[src/rtl/inst_byte_decoder_pkg.sv]
// Shared constants for the byte-serial x86 decoder: opcodes, FSM encoding, field lengths.
package inst_byte_decoder_pkg;

   localparam int unsigned BYTE_W  = 8;
   localparam int unsigned FIELD_W = 32;
   localparam int unsigned CNT_W   = 2;
   localparam int unsigned STATE_W = 3;
   localparam int unsigned FLEN_W  = 2;

   // Supported primary opcodes
   localparam logic [7:0] OPC_ADD_RM      = 8'h01;
   localparam logic [7:0] OPC_OR_RM       = 8'h09;
   localparam logic [7:0] OPC_ADD_EAX_I32 = 8'h05;
   localparam logic [7:0] OPC_OR_EAX_I32  = 8'h0D;
   localparam logic [7:0] OPC_GRP1_I32    = 8'h81;
   localparam logic [7:0] OPC_GRP1_I8     = 8'h83;
   localparam logic [7:0] OPC_GRP2_I8     = 8'hC1;
   localparam logic [7:0] OPC_JMP_REL8    = 8'hEB;
   localparam logic [7:0] OPC_JMP_REL32   = 8'hE9;
   localparam logic [7:0] OPC_CALL_REL32  = 8'hE8;
   localparam logic [7:0] NOP_OPC_DEF     = 8'h90;

   // FSM state encoding
   localparam logic [STATE_W-1:0] ST_OPC   = 3'd0;
   localparam logic [STATE_W-1:0] ST_MODRM = 3'd1;
   localparam logic [STATE_W-1:0] ST_DISP  = 3'd2;
   localparam logic [STATE_W-1:0] ST_IMM   = 3'd3;
   localparam logic [STATE_W-1:0] ST_DONE  = 3'd4;

   // Field length codes
   localparam logic [FLEN_W-1:0] FLEN_0 = 2'd0;
   localparam logic [FLEN_W-1:0] FLEN_1 = 2'd1;
   localparam logic [FLEN_W-1:0] FLEN_4 = 2'd2;

   // First state still owed bytes, given which fields remain
   function automatic logic [STATE_W-1:0] next_field(input logic             need_modrm,
                                                     input logic [FLEN_W-1:0] dlen,
                                                     input logic [FLEN_W-1:0] ilen);
      logic [STATE_W-1:0] st;
      if (need_modrm)           st = ST_MODRM;
      else if (dlen != FLEN_0)  st = ST_DISP;
      else if (ilen != FLEN_0)  st = ST_IMM;
      else                      st = ST_DONE;
      return st;
   endfunction

   // True when the byte at index cnt completes a field of length flen
   function automatic logic field_last(input logic [FLEN_W-1:0] flen,
                                       input logic [CNT_W-1:0]  cnt);
      return (flen == FLEN_1) || (cnt == 2'd3);
   endfunction

   // Insert one byte: 1-byte fields land in the top byte, 4-byte fields little-endian
   function automatic logic [FIELD_W-1:0] place_byte(input logic [FIELD_W-1:0] field,
                                                     input logic [BYTE_W-1:0]  b,
                                                     input logic [FLEN_W-1:0]  flen,
                                                     input logic [CNT_W-1:0]   cnt);
      logic [FIELD_W-1:0] r;
      r = field;
      if (flen == FLEN_1) r[31:24] = b;
      else                r[{cnt, 3'b000} +: 8] = b;
      return r;
   endfunction

endpackage

[src/rtl/inst_byte_decoder_len_lut.sv]
// Combinational length/legality table: opcode (+ ModRM once present) -> field lengths.
module inst_len_lut
   import inst_byte_decoder_pkg::*;
#(
   parameter logic [7:0] NOP_OPC = NOP_OPC_DEF
) (
   input  logic [7:0] opc,
   input  logic [7:0] modrm,
   input  logic       modrm_vld,
   output logic       needs_modrm,
   output logic [1:0] disp_len,
   output logic [1:0] imm_len,
   output logic       illegal
);

   logic       reg_ok;
   logic [1:0] mod_f;
   logic [2:0] reg_f;
   logic [2:0] rm_f;

   assign mod_f = modrm[7:6];
   assign reg_f = modrm[5:3];
   assign rm_f  = modrm[2:0];

   // Opcode classification, then ModRM addressing/legality when the ModRM byte is on the bus
   always_comb begin
      needs_modrm = 1'b0;
      disp_len    = FLEN_0;
      imm_len     = FLEN_0;
      illegal     = 1'b0;
      reg_ok      = 1'b1;
      case (opc)
         OPC_ADD_RM, OPC_OR_RM: begin
            needs_modrm = 1'b1;
         end
         OPC_ADD_EAX_I32, OPC_OR_EAX_I32: begin
            imm_len = FLEN_4;
         end
         OPC_GRP1_I32: begin
            needs_modrm = 1'b1;
            imm_len     = FLEN_4;
            reg_ok      = (reg_f == 3'd0) || (reg_f == 3'd1);
         end
         OPC_GRP1_I8: begin
            needs_modrm = 1'b1;
            imm_len     = FLEN_1;
            reg_ok      = (reg_f == 3'd0) || (reg_f == 3'd1);
         end
         OPC_GRP2_I8: begin
            needs_modrm = 1'b1;
            imm_len     = FLEN_1;
            reg_ok      = (reg_f == 3'd5);
         end
         OPC_JMP_REL8: begin
            disp_len = FLEN_1;
         end
         OPC_JMP_REL32, OPC_CALL_REL32: begin
            disp_len = FLEN_4;
         end
         NOP_OPC: begin
            disp_len = FLEN_0;
         end
         default: begin
            illegal = 1'b1;
         end
      endcase

      if (needs_modrm && modrm_vld) begin
         if ((mod_f == 2'b00) && (rm_f == 3'b101)) disp_len = FLEN_4;
         else if (mod_f == 2'b01)                  disp_len = FLEN_1;
         else if (mod_f == 2'b10)                  disp_len = FLEN_4;
         else                                      disp_len = FLEN_0;
         // SIB addressing is not supported
         if (((rm_f == 3'b100) && (mod_f != 2'b11)) || !reg_ok) illegal = 1'b1;
      end
   end

endmodule

[src/rtl/inst_byte_decoder.sv]
// Byte-serial x86 decoder: one byte per handshake in, one decoded record per take out.
module inst_byte_decoder
   import inst_byte_decoder_pkg::*;
#(
   parameter int unsigned LEN_W   = 4,
   parameter logic [7:0]  NOP_OPC = NOP_OPC_DEF
) (
   input  logic             clk,
   input  logic             rst,
   input  logic [7:0]       byte_in,
   input  logic             byte_valid,
   output logic             byte_ready,
   output logic             out_valid,
   input  logic             out_ready,
   output logic [7:0]       opcode,
   output logic [7:0]       modrm,
   output logic             has_modrm,
   output logic [31:0]      disp,
   output logic [31:0]      imm,
   output logic [LEN_W-1:0] len,
   output logic             illegal
);

   logic [STATE_W-1:0] state_q, state_d;
   logic [CNT_W-1:0]   cnt_q, cnt_d;
   logic [FLEN_W-1:0]  disp_len_q, disp_len_d;
   logic [FLEN_W-1:0]  imm_len_q, imm_len_d;
   logic               out_valid_q, out_valid_d;
   logic [7:0]         opcode_q, opcode_d;
   logic [7:0]         modrm_q, modrm_d;
   logic               has_modrm_q, has_modrm_d;
   logic [31:0]        disp_q, disp_d;
   logic [31:0]        imm_q, imm_d;
   logic [LEN_W-1:0]   len_q, len_d;
   logic               illegal_q, illegal_d;

   logic               opc_take;
   logic [7:0]         lut_opc;
   logic               lut_modrm_vld;
   logic               lut_needs_modrm;
   logic [FLEN_W-1:0]  lut_disp_len;
   logic [FLEN_W-1:0]  lut_imm_len;
   logic               lut_illegal;

   // Opcode slot is open when idle, or when the held record is being taken this cycle
   assign opc_take      = (state_q == ST_OPC) || ((state_q == ST_DONE) && out_ready);
   assign byte_ready    = (state_q != ST_DONE) || out_ready;
   assign lut_opc       = opc_take ? byte_in : opcode_q;
   assign lut_modrm_vld = (state_q == ST_MODRM);

   inst_len_lut #(
      .NOP_OPC (NOP_OPC)
   ) u_len_lut (
      .opc         (lut_opc),
      .modrm       (byte_in),
      .modrm_vld   (lut_modrm_vld),
      .needs_modrm (lut_needs_modrm),
      .disp_len    (lut_disp_len),
      .imm_len     (lut_imm_len),
      .illegal     (lut_illegal)
   );

   // Next-state and field-register update
   always_comb begin
      state_d     = state_q;
      cnt_d       = cnt_q;
      disp_len_d  = disp_len_q;
      imm_len_d   = imm_len_q;
      opcode_d    = opcode_q;
      modrm_d     = modrm_q;
      has_modrm_d = has_modrm_q;
      disp_d      = disp_q;
      imm_d       = imm_q;
      len_d       = len_q;
      illegal_d   = illegal_q;

      if (opc_take) begin
         if (state_q == ST_DONE) state_d = ST_OPC;
         if (byte_valid) begin
            opcode_d    = byte_in;
            modrm_d     = 8'h00;
            has_modrm_d = lut_needs_modrm;
            disp_d      = 32'h0;
            imm_d       = 32'h0;
            illegal_d   = lut_illegal;
            len_d       = LEN_W'(1);
            cnt_d       = 2'd0;
            disp_len_d  = lut_disp_len;
            imm_len_d   = lut_imm_len;
            state_d     = lut_illegal ? ST_DONE
                                      : next_field(lut_needs_modrm, lut_disp_len, lut_imm_len);
         end
      end else begin
         case (state_q)
            ST_MODRM: begin
               if (byte_valid) begin
                  modrm_d    = byte_in;
                  len_d      = len_q + LEN_W'(1);
                  disp_len_d = lut_disp_len;
                  illegal_d  = lut_illegal;
                  state_d    = lut_illegal ? ST_DONE
                                           : next_field(1'b0, lut_disp_len, imm_len_q);
               end
            end
            ST_DISP: begin
               if (byte_valid) begin
                  disp_d = place_byte(disp_q, byte_in, disp_len_q, cnt_q);
                  len_d  = len_q + LEN_W'(1);
                  if (field_last(disp_len_q, cnt_q)) begin
                     cnt_d   = 2'd0;
                     state_d = next_field(1'b0, FLEN_0, imm_len_q);
                  end else begin
                     cnt_d = cnt_q + 2'd1;
                  end
               end
            end
            ST_IMM: begin
               if (byte_valid) begin
                  imm_d = place_byte(imm_q, byte_in, imm_len_q, cnt_q);
                  len_d = len_q + LEN_W'(1);
                  if (field_last(imm_len_q, cnt_q)) begin
                     cnt_d   = 2'd0;
                     state_d = ST_DONE;
                  end else begin
                     cnt_d = cnt_q + 2'd1;
                  end
               end
            end
            ST_DONE: begin
               state_d = ST_DONE;
            end
            default: begin
               state_d = ST_OPC;
            end
         endcase
      end

      out_valid_d = (state_d == ST_DONE);
   end

   // State and record registers with synchronous reset
   always_ff @(posedge clk) begin
      if (rst) begin
         state_q     <= ST_OPC;
         cnt_q       <= 2'd0;
         disp_len_q  <= FLEN_0;
         imm_len_q   <= FLEN_0;
         out_valid_q <= 1'b0;
         opcode_q    <= 8'h00;
         modrm_q     <= 8'h00;
         has_modrm_q <= 1'b0;
         disp_q      <= 32'h0;
         imm_q       <= 32'h0;
         len_q       <= '0;
         illegal_q   <= 1'b0;
      end else begin
         state_q     <= state_d;
         cnt_q       <= cnt_d;
         disp_len_q  <= disp_len_d;
         imm_len_q   <= imm_len_d;
         out_valid_q <= out_valid_d;
         opcode_q    <= opcode_d;
         modrm_q     <= modrm_d;
         has_modrm_q <= has_modrm_d;
         disp_q      <= disp_d;
         imm_q       <= imm_d;
         len_q       <= len_d;
         illegal_q   <= illegal_d;
      end
   end

   assign out_valid = out_valid_q;
   assign opcode    = opcode_q;
   assign modrm     = modrm_q;
   assign has_modrm = has_modrm_q;
   assign disp      = disp_q;
   assign imm       = imm_q;
   assign len       = len_q;
   assign illegal   = illegal_q;

endmodule

[config.mk]
export PLATFORM = sky130hd
export DESIGN_NAME = inst_byte_decoder
export DESIGN_NICKNAME = d
export VERILOG_FILES = /design/src/rtl/inst_byte_decoder_pkg.sv /design/src/rtl/inst_byte_decoder_len_lut.sv /design/src/rtl/inst_byte_decoder.sv
export SDC_FILE = /design/constraint.sdc
export NUM_CORES = 1
export LEC_CHECK = 0
export ABC_AREA = 1
export CAP_MARGIN = 20
export CORE_UTILIZATION = 40
export CTS_BUF_LIST = sky130_fd_sc_hd__clkbuf_4 sky130_fd_sc_hd__clkbuf_8 sky130_fd_sc_hd__clkbuf_16
export DETAILED_ROUTE_END_ITERATION = 16
export MAX_ROUTING_LAYER = met4
export SLEW_MARGIN = 20
export SYNTH_ARGS = -nofsm -noshare
export SYNTH_HDL_FRONTEND = slang
export SYNTH_HIERARCHICAL = 1
export SYNTH_SLANG_ARGS = --single-unit
[constraint.sdc]
create_clock -name clk -period 6.3 [get_ports clk]
set_input_delay 1.575 -clock clk [delete_from_list [all_inputs] [get_ports clk]]
set_output_delay 1.575 -clock clk [all_outputs]
set_load 0.02 [all_outputs]
Yosys cells after proc, flatten, opt, wreduce, memory -nomap -nowiden:

Index checks and enable logic that the tools add are counted.

* $add $sub $neg: 3
* equal/unequal tests: 33
* shift-type cells: 2
* muxes and demuxes: 62
* reduce and logical (&&, ||, !) cells: 37

Operators by type and width (count)
* $mux 32: 7
* $bwmux 32: 2
* $eq 8x8->1 const B: 7
* $mux 8: 7
* $mux 24: 2
* $mux 3: 15
* $shift 8x7->32 const A: 1
* $shiftx 8x7->32: 1
* $mux 2: 13
* $eq 8x4->1 const B: 2
* $mux 4: 4
* $eq 3x3->1 const B: 5
* $ne 2x2->1 const B: 7
* $reduce_bool 2->1: 7
* $pmux 2 s2: 3
* $pmux 3 s4: 1
* $reduce_and 4->1: 3
* $reduce_or 11->1: 1
* $reduce_and 3->1: 3
* $eq 8x1->1 const B: 1
* $eq 8x3->1 const B: 1
* $mux 1: 7
* $neg 5->7: 1
* $eq 2x1->1 const B: 3
* 17 further kinds: 33

* flip-flop bits (word level): 96
* input bits: 12
* output and inout port bits: 88

Logic depth before layout (Yosys ltp):

Gate-level depths: netlist of run 1.

* depth after elaboration: 16
* mapped depth: 25

Modules after synthesis:

Netlist of run 1, hierarchy kept.

Modules (own cells, without submodules)
* inst_byte_decoder: instances 1, cells an instance 625, area each 4513.1 µm²
* inst_len_lut: instances 1, cells an instance 66, area each 305.3 µm²

Least setup slack after synthesis of run 1:

Ideal clock, no wire load.

* kind: input to register
* from: input port out_ready
* to: register out_valid_q (netlist: out_valid)
* setup time: 0.141 ns
* arrival: 3.614 ns
* required time: 6.159 ns
* setup slack: 2.545 ns
* cell stages on the path: 22
* buffers on the path: 2
* path through: inv_1 > nand2_1 > nand2_4 > buf_2 > buf_2 > nand2_1 > o21ai_0 > nand2_2 > nor2_4 > nand2_1 > nand3_2 > nor2_2 > nor2_2 > nand2_1 > nand2_1 > nor2_1 > nand2_1 > nand2_1 > nand2_1 > nand2_1 > o21bai_1 > a21oi_1

* cells in the longest elaborated chain, start to end: 15
* elaborated cells between the ends (all ways): 44
* those cells by class: 12 x eq/ne; 19 x mux; 13 x reduce/logical

Ends and longest elaborated chain
* from (decl): line inst_byte_decoder.sv:14 `input logic out_ready,`
* $logic_and 1x1->1 *: line inst_byte_decoder.sv:46 `assign opc_take = (state_q == ST_OPC) || ((state_q == ST_DONE) && out_ready);`
* $logic_or 1x1->1 *: line inst_byte_decoder.sv:46
* $mux 8 *: line inst_byte_decoder.sv:48 `assign lut_opc = opc_take ? byte_in : opcode_q;`
* named net lut_opc[0]: line inst_byte_decoder.sv:38 `logic [7:0] lut_opc;`
* $eq 8x1->1, or another cell as far along: line inst_byte_decoder_len_lut.sv:32 `case (opc)`
* $reduce_or 5->1 (no source line)
* $mux 1: line inst_byte_decoder_len_lut.sv:32
* $logic_and 1x1->1: line inst_byte_decoder_len_lut.sv:68 `if (needs_modrm && modrm_vld) begin`
* $mux 2 *: line inst_byte_decoder_len_lut.sv:68
* named net lut_disp_len[1]: line inst_byte_decoder.sv:41 `logic [FLEN_W-1:0] lut_disp_len;`
* $reduce_bool 2->1 *: line inst_byte_decoder_pkg.sv:41 `else if (dlen != FLEN_0) st = ST_DISP;`
* $mux 3: line inst_byte_decoder_pkg.sv:41
* $mux 3, on equally long branches: line inst_byte_decoder.sv:101, inst_byte_decoder_pkg.sv:40
* $mux 3, on equally long branches: line inst_byte_decoder.sv:96, inst_byte_decoder.sv:90
* $pmux 3 s4 / $mux 3 (equally long branches): line inst_byte_decoder.sv:94, inst_byte_decoder.sv:79
* $mux 3 *: line inst_byte_decoder.sv:77 `if (opc_take) begin`
* $eq 3x3->1 *: line inst_byte_decoder.sv:138 `out_valid_d = (state_d == ST_DONE);`
* to (signal assigned): line inst_byte_decoder.sv:161 `out_valid_q <= out_valid_d;`
* to (decl): line inst_byte_decoder.sv:28 `logic out_valid_q, out_valid_d;`

The timed path passes the listed nets; every way through them passes the cells marked *.
A chain may end at the register's enable or synchronous reset.

Worst setup path after layout of run 1:

* from: input port out_ready
* to: output port byte_ready

* cells in the longest elaborated chain, start to end: 1

Ends and longest elaborated chain
* $logic_or 1x1->1: line inst_byte_decoder.sv:47 `assign byte_ready = (state_q != ST_DONE) || out_ready;`
* to (decl): line inst_byte_decoder.sv:12 `output logic byte_ready,`

No other way between the ends.

==> results of run 1 <==
-- worst paths after layout --
kind,startpoint,endpoint,cells past startpoint
hold / removal,disp_len_q[1],disp_len_q[1],2
hold reg to reg,disp_len_q[1],disp_len_q[1],2
setup reg to reg,state_q[0],out_valid,15
setup / recovery,out_ready,byte_ready,4
-- flip-flops by register name (all words and copies together) (netlist names) --
register    count
cnt_q           2
disp           32
disp_len_q      2
has_modrm       1
illegal         1
imm            32
imm_len_q       2
len             4
modrm           8
opcode          8
out_valid       1
state_q         3
-- critical path: cells and delay by family --
family,cells,cell delay (ps)
simple gates,1,70
buf+inv,3,1100
-- power breakdown --
part | leakage [nW] | total (mW) | internal [mW] | switching (mW)
combinational | 1.46 | 0.206 | 0.0681 | 0.138
sequential | 0.781 | 0.641 | 0.626 | 0.0146
clock | 0.133 | 0.514 | 0.274 | 0.241
total | 2.38 | 1.36 | 0.968 | 0.393
-- layer usage --
metal / global-route usage (%) / vias up
met5: - / -
met4: 8.56 / 0
met3: 2.89 / 21
met2: 34.8 / 166
met1: 32.2 / 2236
li1: - / 2453
-- cell type report --
cell class                      instances  area (um^2)  share of cell area, %
Tap cell                              143          179                   2.95
Multi-Input combinational cell        500         2470                   40.6
Inverter                               60          228                   3.75
Timing Repair Buffer                  101         1000                   16.5
Sequential cell                        96         1920                   31.7
Clock inverter                          6         42.5                  0.701
Clock buffer                           10          233                   3.83
-- metrics by stage --
step | util [%] | hold WS, ps | power (mW)
2_1_floorplan | - | 429 | 0.794
3_3_place_gp | 50.1 | 442 | 0.856
3_5_place_dp | 50.1 | 446 | 0.859
4_1_cts | 52.5 | 454 | 1.38
5_1_grt | 52.5 | 482 | 1.43
6_report | 52.5 | 451 | 1.36
-- cells in the final DEF (no fill, tap or decap), types with 2 or more instances in the layout --
cell,n
o211ai_1,16
o31ai_2,7
clkinvlp_4,2
ha_1,5
dfxtp_1,96
inv_2,6
inv_6,2
nand2_1,173
nand3_1,64
clkdlybuf4s50_1,98
nand2_4,4
buf_4,2
clkbuf_16,9
nor2_4,2
nor2_1,61
nand2_2,6
o21ai_0,32
clkinv_2,2
inv_1,52
nor3_1,6
a21oi_1,89
nor2_2,5
nand4_1,24
-- cells by family after synthesis --
logic type,after synthesis,synth area share (%)
and+or+nand+nor,350,32.9
AOI/OAI and AO/OA,145,17.0
DFF,96,39.9
buffers and inverters,95,8.91
adders and majority gates,5,1.30
==> reports/results.ini, run 1 <==
[sta]
period_share_pct = 68.5
hold_violations = 0
fin_worst_skew_ps = 11.7
drv_slew = 0
fmax_mhz = 232
tightest_slew_ps = 960
final.setup.tns_ps = 0
relSlewSlack_pct = 35.8
rsz0062_at_grt = false
finalWorstSetupSlack_ps = 1980
setup_viol = 0
post-route-min-period_ps = 4320

[clock_tree]
path_clk_slew_ps = 60
cts_buffer_depth = 2
postCtsSetupRepairBufs = 0
clk-insertion-delay-late_ps = 350
post_cts_resized = 0
numCtsBuffers = 9
htree_levels = 3
cts_hold_buf = 0
clk_root_buffer_cell = clkbuf_16
tritoncts = built
cts.sinks = 96

[placement]
place_inst = 900
place.gp.congestion = 0.943
post-place-ws_ps = 1890
port_buffers = 99
place_area_um2 = 5800
dp.final_hpwl_um = 10000

[global_route]
grt_util_all_layers_pct = 23.3
grt-ovfl-total = 0
grt_pass1_vias = 4404
antenna_found_initial = 0
grt_pass1_wl_um = 22400
grt_max_degree = 63

[power_and_ir_drop]
p_leak_nw = 2.38
power.density_nw_per_um2 = 224
peakVddDrop_v = 0.000114

[floorplan]
die_y_um = 112
die_x_um = 112
num_rows = 39
dieArea_um2 = 12500
core_um2 = 11600
initial_core_util_pct = 41.7
ioPinCount = 100

[setup_path]
cp.arrival_ps = 2740
worstSetupEndpointType = output port
critPathLaunchType = primary input
crit_slowest_cell = clkdlybuf4s50_1
cp_slowest_stage_delay_ps = 600
cp.required_ps = 4720
worst-path-max-fanout = 2
regToRegSetupSlack_ps = 3400
critical_path_class = in -> out
crit_top_cell = clkdlybuf4s50_1
worstPathCellList = clkdlybuf4s50_1, inv_1, nand3_1, clkdlybuf4s50_1

[detailed_routing]
vias_per_cell = 5.32
top_layer = met4
wl_um = 13700
drc = 7
via_count = 4876
route.met3.wl_um = 640
ant_nets = 0
drtIter0Drc = 298
met1_length_um = 6750
wl_met2_um = 6060
wl_per_cell_um = 15.0
firstDrtPassIters = 12

[logic_synthesis]
synth_top_area_share_pct = 39.9
synth.yosys.seq_area_share_pct = 39.9
synthFlopType = dfxtp_1
syn-num-nets = 708
ys_warn_count = 6
synth_most_common_cell = nand2_1
netlist_top_cells_area = dfxtp_1 (40%), nand2_1 (13%), a21oi_1 (9.2%)
syn_inst = 691
post-synth-top-area-cell = dfxtp_1
syn_area_per_cell_um2 = 6.97
synth_edf_count = 0
synth_seq_cells = 96
postSynth.asyncResetShare_pct = 0
synth_common_cells = nand2_1 (173), dfxtp_1 (96), a21oi_1 (89), nand3_1 (64), nor2_1 (61)
yosys.cell_types.count = 30
netlist_area_um2 = 4820

[run_status]
violations = design-rule violations
status = finished with violations

[layout]
design_area_um2 = 6070
layout.cells.non_filler = 916
drive_gt1_share_pct = 6.99
nets = 785
diodes = 0
fillers = 1175
areaGrowthSynthToFinish_pct = 26.0

[flow_run]
drv_cap = 0

[hold_path]
hold_path.class = reg -> reg

No activity file was read; power rests on OpenSTA's default activity.
==> run 2, diff against run 1 <==
==> constraint.sdc (replaced) <==
create_clock -name clk -period 4.2 [get_ports clk]
set_input_delay 1.05 -clock clk [delete_from_list [all_inputs] [get_ports clk]]
set_output_delay 1.05 -clock clk [all_outputs]
set_load 0.02 [all_outputs]
==> reports/results.ini, run 2 (synthesis results as in run 1) <==
[floorplan]
initial_core_util_pct = 41.7  ; unchanged
num_rows = 39  ; unchanged
die_y_um = 112  ; unchanged
ioPinCount = 100  ; unchanged
die_x_um = 112  ; unchanged
core_um2 = 11600  ; unchanged
dieArea_um2 = 12500  ; unchanged

[sta]
tightest_slew_ps = 981  ; was 960 ps
fmax_mhz = 291
period_share_pct = 81.7
drv_slew = 0  ; unchanged
relSlewSlack_pct = 34.5  ; was 35.8%
fin_worst_skew_ps = 4.89  ; was 11.7 ps
setup_viol = 0  ; unchanged
hold_violations = 0  ; unchanged
post-route-min-period_ps = 3430
hold_ws_ps = 461  ; was 451 ps
final.setup.tns_ps = 0  ; unchanged
rsz0062_at_grt = false  ; unchanged

[flow_run]
drv_cap = 0  ; unchanged

[clock_tree]
path_clk_slew_ps = 70  ; was 60 ps
postCtsSetupRepairBufs = 0  ; unchanged
clk-insertion-delay-late_ps = 350  ; about the same
htree_levels = 3  ; unchanged
cts_buffer_depth = 2  ; unchanged
cts_hold_buf = 0  ; unchanged
cts.sinks = 96  ; unchanged
clk_root_buffer_cell = clkbuf_16  ; unchanged
post_cts_resized = 0  ; unchanged
tritoncts = built  ; unchanged
numCtsBuffers = 9  ; unchanged

[hold_path]
hold_path.class = reg -> reg  ; unchanged

[detailed_routing]
wl_per_cell_um = 15.6  ; was 15.0 um
ant_nets = 0  ; unchanged
firstDrtPassIters = 11  ; was 12
wl_um = 14400  ; was 13700 um
drtIter0Drc = 317  ; was 298
vias_per_cell = 5.31  ; was 5.32
via_count = 4892  ; was 4876
drc = 7  ; unchanged

[placement]
place.gp.congestion = 0.893  ; was 0.943
port_buffers = 99  ; unchanged
dp.final_hpwl_um = 10400  ; was 10000 um
place_inst = 906  ; was 900

[setup_path]
worstSetupEndpointType = flip-flop  ; was output port
critical_path_class = in -> reg  ; was in -> out
regToRegSetupSlack_ps = 1460  ; was 3400 ps
crit_slowest_cell = clkdlybuf4s50_1  ; unchanged
cp.arrival_ps = 3700  ; was 2740 ps
worstPathCellList = clkdlybuf4s50_1, inv_1, o21ai_0, inv_2, nand2_2, nor2_4, nand2_1, nand3_2, nor2_2, nor2_2, nand2_1, nand2_1, nor2_1, nand2_1, o21ai_0, nand2_1, a21oi_1  ; was clkdlybuf4s50_1, inv_1, nand3_1, clkdlybuf4s50_1
cp_slowest_stage_delay_ps = 610  ; was 600 ps
crit_top_cell = nand2_1  ; was clkdlybuf4s50_1
cp.required_ps = 4470  ; was 4720 ps
worst-path-max-fanout = 5  ; was 2
critPathLaunchType = primary input  ; unchanged

[layout]
diodes = 0  ; unchanged
drive_gt1_share_pct = 7.70  ; was 6.99%
layout.cells.non_filler = 922  ; was 916
utilization_pct = 53.1  ; was 52.5%
nets = 791  ; was 785
fillers = 1162  ; was 1175
mostFrequentLayoutCells = nand2_1 (173), clkdlybuf4s50_1 (98), dfxtp_1 (96)  ; unchanged
areaGrowthSynthToFinish_pct = 27.5  ; was 26.0%
final_common_cell = nand2_1  ; unchanged

[global_route]
grt_pass1_wl_um = 23300  ; was 22400 um
grt_max_degree = 62  ; was 63
grt_pass1_vias = 4495  ; was 4404
grt-ovfl-total = 0  ; unchanged
antenna_found_initial = 0  ; unchanged
grt_util_all_layers_pct = 24.6  ; was 23.3%

[power_and_ir_drop]
peakVddDrop_v = 0.000200  ; was 0.000114 V
p_leak_nw = 2.43  ; was 2.38 nW
power.density_nw_per_um2 = 345  ; was 224 nW/um^2

[run_status]
status = finished with violations  ; unchanged
violations = design-rule violations  ; unchanged

[run 2: cell type report]
| class | instances | area, um^2 | area share [%] |
|---|---|---|---|
| Clock buffer | 12 | 248 | 4.03 |
| Timing Repair Buffer | 107 | 1050 | 17.0 |
| Sequential cell | 96 | 1920 | 31.3 |
| Multi-Input combinational cell | 500 | 2470 | 40.2 |
| Clock inverter | 4 | 52.6 | 0.856 |
| Tap cell | 143 | 179 | 2.91 |
| Inverter | 60 | 228 | 3.71 |
[run 2: worst paths after layout]
check                                start        end  cells past startpoint
worst max-delay path            byte_in[1]  out_valid                     17
worst min-delay path              disp[10]   disp[10]                      2
worst max register to register  state_q[1]  out_valid                     18
worst min register to register    disp[10]   disp[10]                      2
[run 2: report_power, final]
part / total [mW] / internal, mW / switching (mW)
combinational: 0.315 / 0.106 / 0.209
sequential: 0.962 / 0.939 / 0.0226
clock: 0.844 / 0.485 / 0.358
[run 2: layer usage]
layer / track usage (%) / up-vias / routed length [um]
li1: - / 2461 / -
met1: 34.2 / 2261 / 6970
met2: 35.9 / 152 / 6270
met3: 3.81 / 18 / 926
met4: 8.74 / 0 / 257
met5: - / - / 0
[run 2: metrics by stage]
| stage | setup WS (ps) | power [mW] | cell area, um^2 |
|---|---|---|---|
| after floorplan | 970 | 1.19 | 4820 |
| after global placement | 592 | 1.29 | 5840 |
| after detailed placement | 470 | 1.30 | 5840 |
| after CTS | 819 | 2.14 | 6140 |
| after global routing | 497 | 2.21 | 6140 |
| final | 768 | 2.12 | 6140 |
[run 2: worst max-delay path: cells and delay by family]
family	cells	cell delay, ps
buffers and inverters	3	850
and+or+nand+nor	11	1030
AOI/OAI and AO/OA	3	770
==> run 3, diff against run 2 <==
--- a/config.mk
+++ b/config.mk
@@ -11,6 +11,7 @@
 export CTS_BUF_LIST = sky130_fd_sc_hd__clkbuf_4 sky130_fd_sc_hd__clkbuf_8 sky130_fd_sc_hd__clkbuf_16
 export DETAILED_ROUTE_END_ITERATION = 16
 export MAX_ROUTING_LAYER = met4
+export PLACE_DENSITY = 0.67
 export SLEW_MARGIN = 20
 export SYNTH_ARGS = -nofsm -noshare
 export SYNTH_HDL_FRONTEND = slang
==> constraint.sdc (replaced) <==
create_clock -name clk -period 2.9 [get_ports clk]
set_input_delay 0.725 -clock clk [delete_from_list [all_inputs] [get_ports clk]]
set_output_delay 0.725 -clock clk [all_outputs]
set_load 0.02 [all_outputs]
==> reports/results.ini, run 3 (synthesis results as in run 1) <==
[setup_path]
cp.required_ps = 3110  ; was 4470 ps
critical_path_class = in -> reg  ; unchanged
critPathLaunchType = primary input  ; unchanged
regToRegStartpoint = state_q[1]  ; unchanged
startpoint = byte_in[7]  ; was byte_in[1]
worst-path-max-fanout = 5  ; unchanged
worstSetupEndpointType = flip-flop  ; unchanged
cp.arrival_ps = 2910  ; was 3700 ps

[layout]
areaGrowthSynthToFinish_pct = 37.8  ; was 27.5%
nets = 838  ; was 791
diodes = 0  ; unchanged
mostFrequentLayoutCells = nand2_1 (164), clkdlybuf4s50_1 (97), dfxtp_1 (96)  ; was nand2_1 (173), clkdlybuf4s50_1 (98), dfxtp_1 (96)
final_common_cell = nand2_1  ; unchanged
utilization_pct = 57.4  ; was 53.1%
drive_gt1_share_pct = 15.6  ; was 7.70%
layout.cells.non_filler = 969  ; was 922

[run_status]
violations = design-rule violations  ; unchanged
status = finished with violations  ; unchanged

[floorplan]
die_y_um = 112  ; unchanged
dieArea_um2 = 12500  ; unchanged
ioPinCount = 100  ; unchanged
initial_core_util_pct = 41.7  ; unchanged
num_rows = 39  ; unchanged
die_x_um = 112  ; unchanged
core_um2 = 11600  ; unchanged

[power_and_ir_drop]
peakVddDrop_v = 0.000266  ; was 0.000200 V
total_power_mw = 3.08  ; was 2.12 mW
p_leak_nw = 2.70  ; was 2.43 nW
power.density_nw_per_um2 = 464  ; was 345 nW/um^2

[detailed_routing]
wl_per_cell_um = 15.5  ; was 15.6 um
ant_nets = 0  ; unchanged
via_count = 5183  ; was 4892
drc = 2  ; was 7
drtIter0Drc = 319  ; was 317
wl_um = 15000  ; was 14400 um
firstDrtPassIters = 11  ; unchanged
vias_per_cell = 5.35  ; was 5.31

[sta]
setup_viol = 0  ; unchanged
fmax_mhz = 370
period_share_pct = 93.2
rsz0062_at_grt = false  ; unchanged
tightest_slew_ps = 655  ; was 981 ps
final.setup.tns_ps = 0  ; unchanged
relSlewSlack_pct = 56.3  ; was 34.5%
fin_worst_skew_ps = 5.82  ; was 4.89 ps
drv_slew = 0  ; unchanged
post-route-min-period_ps = 2700
hold_violations = 0  ; unchanged

[clock_tree]
path_clk_slew_ps = 70  ; about the same
clk-insertion-delay-late_ps = 350  ; about the same
cts_hold_buf = 0  ; unchanged
htree_levels = 3  ; unchanged
numCtsBuffers = 9  ; unchanged
clk_root_buffer_cell = clkbuf_16  ; unchanged
cts_buffer_depth = 2  ; unchanged
tritoncts = built  ; unchanged
cts.sinks = 96  ; unchanged

[global_route]
grt_util_all_layers_pct = 24.4  ; was 24.6%
grt-ovfl-total = 0  ; unchanged
grt_pass1_vias = 4724  ; was 4495
grt_pass1_wl_um = 23600  ; was 23300 um
antenna_found_initial = 0  ; unchanged
grt_max_degree = 62  ; unchanged

[placement]
place.gp.congestion = 0.966  ; was 0.893
dp.final_hpwl_um = 10700  ; was 10400 um
port_buffers = 99  ; unchanged
place_inst = 945  ; was 906

[hold_path]
min_from = len[3]  ; was disp[10]
hold_path.class = reg -> reg  ; unchanged

[flow_run]
drv_cap = 0  ; unchanged

[run 3: final timing paths]
| path | end | cells past startpoint | slack [ps] |
|---|---|---|---|
| hold reg to reg | len[3] | 2 | 460 |
| setup / recovery | out_valid | 19 | 200 |
| setup reg to reg | out_valid | 19 | 210 |
| hold / removal | len[3] | 2 | 460 |
[run 3: critical path, cell delays in order]
cell and delay, ps:
clkdlybuf4s50_1 530, inv_1 90, o21ai_2 140, buf_6 120
nand2_1 60, nor2_2 150, nand2_2 90, nand3_2 110
nor2_2 50, nor2_2 120, nand2_1 80, nand2_2 80
nor2_1 60, nand2_1 60, nand2_1 60, nand2_1 70
nand2_1 50, o21bai_1 160, a21oi_1 90
[run 3: what timing repair did]
item	CTS	global route
hold endpoints to repair	0	0
resized for setup	5	43
endpoints found under the setup margin	4	5
cloned	0	2
buffers inserted	0	6
pin swaps	0	1
[run 3: power by group]
part           total [mW]  internal [mW]  switching [mW]
clock network        1.15          0.610           0.541
registers            1.39           1.36          0.0300
logic               0.538          0.204           0.335
total                3.08           2.17           0.906
[run 3: cell type report]
type                    count  area (um^2)
flip-flops and latches     96         1920
repair buffers            152         1400
clock inverters             6         42.5
well taps                 143          179
inverters                  60          228
fillers                  1073         4920
clock buffers              10          239
multi-input cells         502         2630
[run 3: layer usage]
layer	vias to the layer above	part of all wire (%)	track usage (%)
met1	2391	45	32.4
met2	193	47	38.3
met4	0	2.0	8.83
li1	2571	-	-
met5	-	0	-
met3	28	5.4	2.56
[run 3: stage by stage]
| stage | worst slack (ps) | area [um^2] | hold slack [ps] |
|---|---|---|---|
| 2_1_floorplan | 2.22 | 4820 | 429 |
| 3_3_place_gp | -311 | 6130 | 443 |
| 4_1_cts | 4.41 | 6420 | 467 |
| 6_report | 198 | 6640 | 463 |
| 5_1_grt | 54.0 | 6640 | 481 |
| 3_5_place_dp | -432 | 6130 | 458 |
==> RTL change 1: new RTL, flow settings as in run 3 <==
Set the parameter `LEN_W` to 2 (it was 4).
--- a/src/rtl/inst_byte_decoder.sv
+++ b/src/rtl/inst_byte_decoder.sv
@@ -4,3 +4,3 @@
 #(
-   parameter int unsigned LEN_W   = 4,
+   parameter int unsigned LEN_W   = 2,
    parameter logic [7:0]  NOP_OPC = NOP_OPC_DEF
Ports: changed (resized len); port bits go from 100 to 98. No check against the original RTL was run, so the function may have changed too.
==> RTL change 1 against run 3 <==
The flow still finishes with violations (design-rule violations). Worst setup slack better by 0.014 ns. Sequential cell count shrank 2. Wire length down 6.2%. Area after synthesis barely moved. Design area is 1.6% lower. Count of clock-buffer cells in the layout unchanged. Power is 3.4% higher. Fmax is 0.53% higher. Largest cell class unchanged.
==> RTL change 1: results (changes against run 3) <==
stage;metric;value;unit;change
placed_design;GP Congestion;0.9236;;was 0.9659
synthesis;count of different cell masters after synthesis;33;;was 30
route;Met3 Routed Length;854;um;was 816 um
route;residual DRC count;8;;was 2
global_route;Tot GR Track Use;23.53;%;was 24.38%
global_route;largest net degree at the start of global routing;39;;was 62
synthesis;top cells by count, synth;sky130_fd_sc_hd__nand2_1, sky130_fd_sc_hd__dfxtp_1, sky130_fd_sc_hd__nor2_1;;was sky130_fd_sc_hd__nand2_1, sky130_fd_sc_hd__dfxtp_1, sky130_fd_sc_hd__a21oi_1
cts;CTS clk-pin slew, worst paths;0.07;ns;about the same
worst_setup_path;slowest stage cell on the critical path;sky130_fd_sc_hd__clkdlybuf4s50_1;;unchanged
power_and_ir_drop;internal power;2235;uW;was 2174 uW
placed_design;number of I/O port buffers;97;;was 99
cts;number of gates resized after CTS;4;;was 5
placed_design;dpl ws;-0.4098;ns;was -0.4319 ns
global_route;first-pass GRT wire length;22810;um;was 23570 um
cells_and_area;net count reported at finish;841;;was 838
worst_setup_path;critical-path maximum fanout;3;;was 5
worst_setup_path;largest stage delay on the critical path;0.49;ns;was 0.53 ns
power_and_ir_drop;Worst VDD drop;0.0002843;V;was 0.0002660 V
global_route;met2 track demand over resource in global routing;36.07;%;was 38.34%
route;total via count after detailed routing;5088;;was 5183
route;total length of routed met2 wires;6470;um;was 7089 um
cts;worst skew pair latency;0.35;ns;about the same
status;failing checks;design-rule violations;;unchanged
global_route;fraction of met1 tracks used by global routing;30.75;%;was 32.40%
flow_run;number of max-cap violations;0;;unchanged
placed_design;Detailed Place HPWL;10430;um;was 10710 um
cells_and_area;share of post-route cells with drive strength above 1;14.46;%;was 15.62%
route;sum of routed wire length over all layers;14120;um;was 15040 um
cts;buffer depth of the longest clock path;2;;unchanged
sta;worst clock skew;0.007661;ns;was 0.005823 ns
synthesis;Post-synth EDFFs;0;;unchanged
worst_setup_path;cell type group with the largest total delay on the critical path;simple AND/OR/NAND/NOR gates;;unchanged
global_route;number of global-route vias before repair;4683;;was 4724
cts;cell chosen for the clock root;sky130_fd_sc_hd__clkbuf_16;;unchanged
power_and_ir_drop;standby leakage power;0.002678;uW;was 0.002703 uW
synthesis;part of the Yosys area used for sequential elements;39.02;%;was 39.89%
global_route;global-route track usage on met3;3.865;%;was 2.559%
route;iteration-0 DRC count of the detailed router;279;;was 319
status;status;complete, but fails checks;;unchanged
synthesis;top cells by area, synth;sky130_fd_sc_hd__dfxtp_1, sky130_fd_sc_hd__nand2_1, sky130_fd_sc_hd__a21oi_1;;unchanged
sta;Max transition margin;52.70;%;was 56.33%
synthesis;main flop type after synthesis;sky130_fd_sc_hd__dfxtp_1;;unchanged
route;routed metal-1 wirelength;6496;um;was 6832 um
synthesis;Syn Nets;722;;was 708
worst_setup_path;WP data arrival;2.98;ns;was 2.91 ns
[RTL change 1: cell type report]
| class | count | area, um^2 |
|---|---|---|
| multi-input cells | 525 | 2577 |
| fillers | 1091 | 5031 |
| inverters | 51 | 193.9 |
| clock inverters | 6 | 51.30 |
| repair buffers | 144 | 1411 |
| clock buffers | 10 | 239.0 |
| flip-flops and latches | 94 | 1882 |
| well taps | 143 | 178.9 |
[RTL change 1: path summary, 6_finish.rpt]
| check | start | to | slack [ns] | cells after the start |
|---|---|---|---|---|
| max | byte_in[1] | state_q[0] | 0.21 | 20 |
| min reg2reg | modrm[2] | modrm[2] | 0.46 | 2 |
| min | modrm[2] | modrm[2] | 0.46 | 2 |
| max reg2reg | state_q[2] | state_q[0] | 0.23 | 22 |
[RTL change 1: power by group through the flow]
stage	registers, uW	clock network [uW]	logic [uW]
5_1_grt	1400	1260	682
2_1_floorplan	1490	0	303
6_report	1400	1160	625
3_3_place_gp	1420	0	601
3_5_place_dp	1430	0	609
4_1_cts	1400	1200	611
[RTL change 1: metrics by stage]
step | power [uW] | instance area (um^2) | utilization [%] | instances
after floorplan | 1789 | 4822 | - | 706
after global placement | 2024 | 6163 | 53.29 | 955
after detailed placement | 2034 | 6163 | 53.29 | 955
after CTS | 3206 | 6456 | 55.83 | 971
after global routing | 3347 | 6534 | 56.50 | 973
final | 3185 | 6534 | 56.50 | 973
[RTL change 1: cell families (layout without fill, tap and decap cells)]
family / after synthesis / in the layout / share of synthesized area, %
buffers and inverters: 87 / 211 / 8.095
AOI/OAI and AO/OA: 142 / 142 / 18.03
DFF: 94 / 94 / 39.02
adders and majority gates: 4 / 4 / 1.038
and+or+nand+nor: 379 / 379 / 33.81
==> RTL change 2: new RTL, flow settings as in run 3 <==
Without the edit above. Reset style: asynchronous (`rst`), changed in one clocked block. Comments in the files are not updated.
--- a/src/rtl/inst_byte_decoder.sv
+++ b/src/rtl/inst_byte_decoder.sv
@@ -141,3 +141,3 @@
    // State and record registers with synchronous reset
-   always_ff @(posedge clk) begin
+   always_ff @(posedge clk or posedge rst) begin
       if (rst) begin
Check against the original RTL: differs if rst is asserted again (counterexample within 4 cycles, from zero or initial values and one cycle with rst high); with rst held inactive, the same outputs for 4 cycles.
==> RTL change 2 against run 3 <==
Design area up 3.1%. Highest routed layer unchanged. Worst setup slack better by 0.12 ns. Final cell count down 7.0%. Wire length down 8.1%. Critical path type unchanged. Critical path depth up 4. Critical endpoint is now state_q[2]. Area after synthesis up 2.4%. Sequential cell count unchanged.
Power is not compared: it rests on default switching activity, and its combinational part moved more than twofold at a synthesized area within 25%.
==> RTL change 2: results (changes against run 3) <==
stage;metric;value;unit;change
synthesis;top cells by count, synth;sky130_fd_sc_hd__nand2_1, sky130_fd_sc_hd__dfrtp_1, sky130_fd_sc_hd__inv_1;;was sky130_fd_sc_hd__nand2_1, sky130_fd_sc_hd__dfxtp_1, sky130_fd_sc_hd__a21oi_1
route;length of the first detailed-routing pass in iterations;5;;was 11
global_route;first-pass GRT wire length;22310;um;was 23570 um
placed_design;number of I/O port buffers;99;;unchanged
placed_design;Cell Count Post-Placement;878;;was 945
route;vias per cell;5.131;;was 5.349
cells_and_area;net count reported at finish;766;;was 838
synthesis;main flop type after synthesis;sky130_fd_sc_hd__dfrtp_1;;was sky130_fd_sc_hd__dfxtp_1
worst_setup_path;cell type group with the largest total delay on the critical path;simple AND/OR/NAND/NOR gates;;unchanged
status;status;finished clean;;was complete, but fails checks
synthesis;part of the Yosys area used for sequential elements;48.67;%;was 39.89%
sta;worst clock skew;0.01103;ns;was 0.005823 ns
cells_and_area;layout filler cell count;1116;;was 1073
synthesis;top cells by area, synth;sky130_fd_sc_hd__dfrtp_1, sky130_fd_sc_hd__nand2_1, sky130_fd_sc_hd__nand3_1;;was sky130_fd_sc_hd__dfxtp_1, sky130_fd_sc_hd__nand2_1, sky130_fd_sc_hd__a21oi_1
worst_setup_path;largest stage delay on the critical path;0.20;ns;was 0.53 ns
global_route;largest net degree at the start of global routing;48;;was 62
placed_design;Detailed Place HPWL;10280;um;was 10710 um
route;average routed wire per standard cell;15.34;um;was 15.52 um
route;iteration-0 DRC count of the detailed router;230;;was 319
worst_setup_path;WP data arrival;2.87;ns;was 2.91 ns
placed_design;dpl ws;-0.5727;ns;was -0.4319 ns
worst_setup_path;slowest stage cell on the critical path;sky130_fd_sc_hd__clkbuf_16;;was sky130_fd_sc_hd__clkdlybuf4s50_1
cells_and_area;share of post-route cells with drive strength above 1;20.16;%;was 15.62%
synthesis;share of async-settable or async-resettable flops after synthesis;100.0;%;was 0%
global_route;Tot GR Track Use;23.25;%;was 24.38%
placed_design;GP Congestion;0.9099;;was 0.9659
worst_setup_path;critical-path maximum fanout;7;;was 5
sta;Max transition margin;53.88;%;was 56.33%
synthesis;count of different cell masters after synthesis;33;;was 30
route;total via count after detailed routing;4623;;was 5183
synthesis;cells after synthesis;616;;was 691
synthesis;Syn Nets;633;;was 708
global_route;number of global-route vias before repair;4511;;was 4724
[RTL change 2: cell types whose count changed in the layout (fill, tap and decap cells not counted), moves of 10 or more]
cell	change
sky130_fd_sc_hd__dfrtp_1	+96
sky130_fd_sc_hd__dfxtp_1	-96
sky130_fd_sc_hd__a21oi_1	-83
sky130_fd_sc_hd__nor2_1	-32
sky130_fd_sc_hd__nand2_1	+24
sky130_fd_sc_hd__o21ai_2	+22
sky130_fd_sc_hd__nand4_1	-17
sky130_fd_sc_hd__o211ai_1	-15
sky130_fd_sc_hd__o21ai_1	+15
sky130_fd_sc_hd__o22ai_1	+15
sky130_fd_sc_hd__nand3_1	-12
sky130_fd_sc_hd__buf_4	-10
[RTL change 2: layer usage]
layer | global-route usage (%) | share of wire [%]
met2 | 37.59 | 48
met3 | 3.374 | 4.3
met1 | 28.92 | 44
met5 | - | 0
met4 | 10.79 | 3.3
[RTL change 2: path summary, 6_finish.rpt]
kind | start | to | slack [ns] | cells past startpoint
worst min register to register | disp[27] | disp[27] | 0.48 | 2
worst max register to register | state_q[1] | state_q[2] | 0.35 | 22
min in group asynchronous | rst | imm[9] | 0.80 | 2
worst min-delay path | disp[27] | disp[27] | 0.48 | 2
max in group asynchronous | rst | disp[28] | 1.48 | 3
worst max-delay path | out_ready | state_q[2] | 0.32 | 23
[RTL change 2: layout make-up]
type                            count  area (um^2)  area share (%)
Clock inverter                      2        12.51          0.1827
Inverter                           63        244.0           3.564
Timing Repair Buffer              142         1371           20.03
Tap cell                          147        183.9           2.686
Sequential cell                    96         2402           35.09
Multi-Input combinational cell    437         2351           34.34
Clock buffer                       14        281.5           4.112
[RTL change 2: per-stage QoR]
stage	area, um^2	hold slack, ns
finish	6847	0.4796
floorplan	4940	0.4530
global placement	6267	0.4580
detailed placement	6267	0.4606
CTS	6614	0.4758
global route	6847	0.5055
[RTL change 2: where the power goes]
part	leakage [uW]	switching (uW)	internal [uW]
clock network	0.000146	502	670
registers	0.00130	93.4	1480
logic	0.00178	907	573
[RTL change 2: cells by family after synthesis]
logic type	Yosys count	synth area share, %
AND/OR/NAND/NOR	330	29.73
AO/OA/AOI/OAI	101	12.47
flip-flops	96	48.67
buffers and inverters	83	7.681
adder cells (fa/ha/maj)	5	1.267
XOR/XNOR	1	0.1775
[RTL change 2: what timing repair did]
| action | 4_1_cts | 5_1_grt |
|---|---|---|
| hold buffers | 0 | 0 |
| gates resized for setup | 17 | 47 |
| cloned | 0 | 1 |
| pin swaps | 0 | 18 |
| setup buffers | 1 | 5 |
| setup endpoints to repair | 4 | 5 |
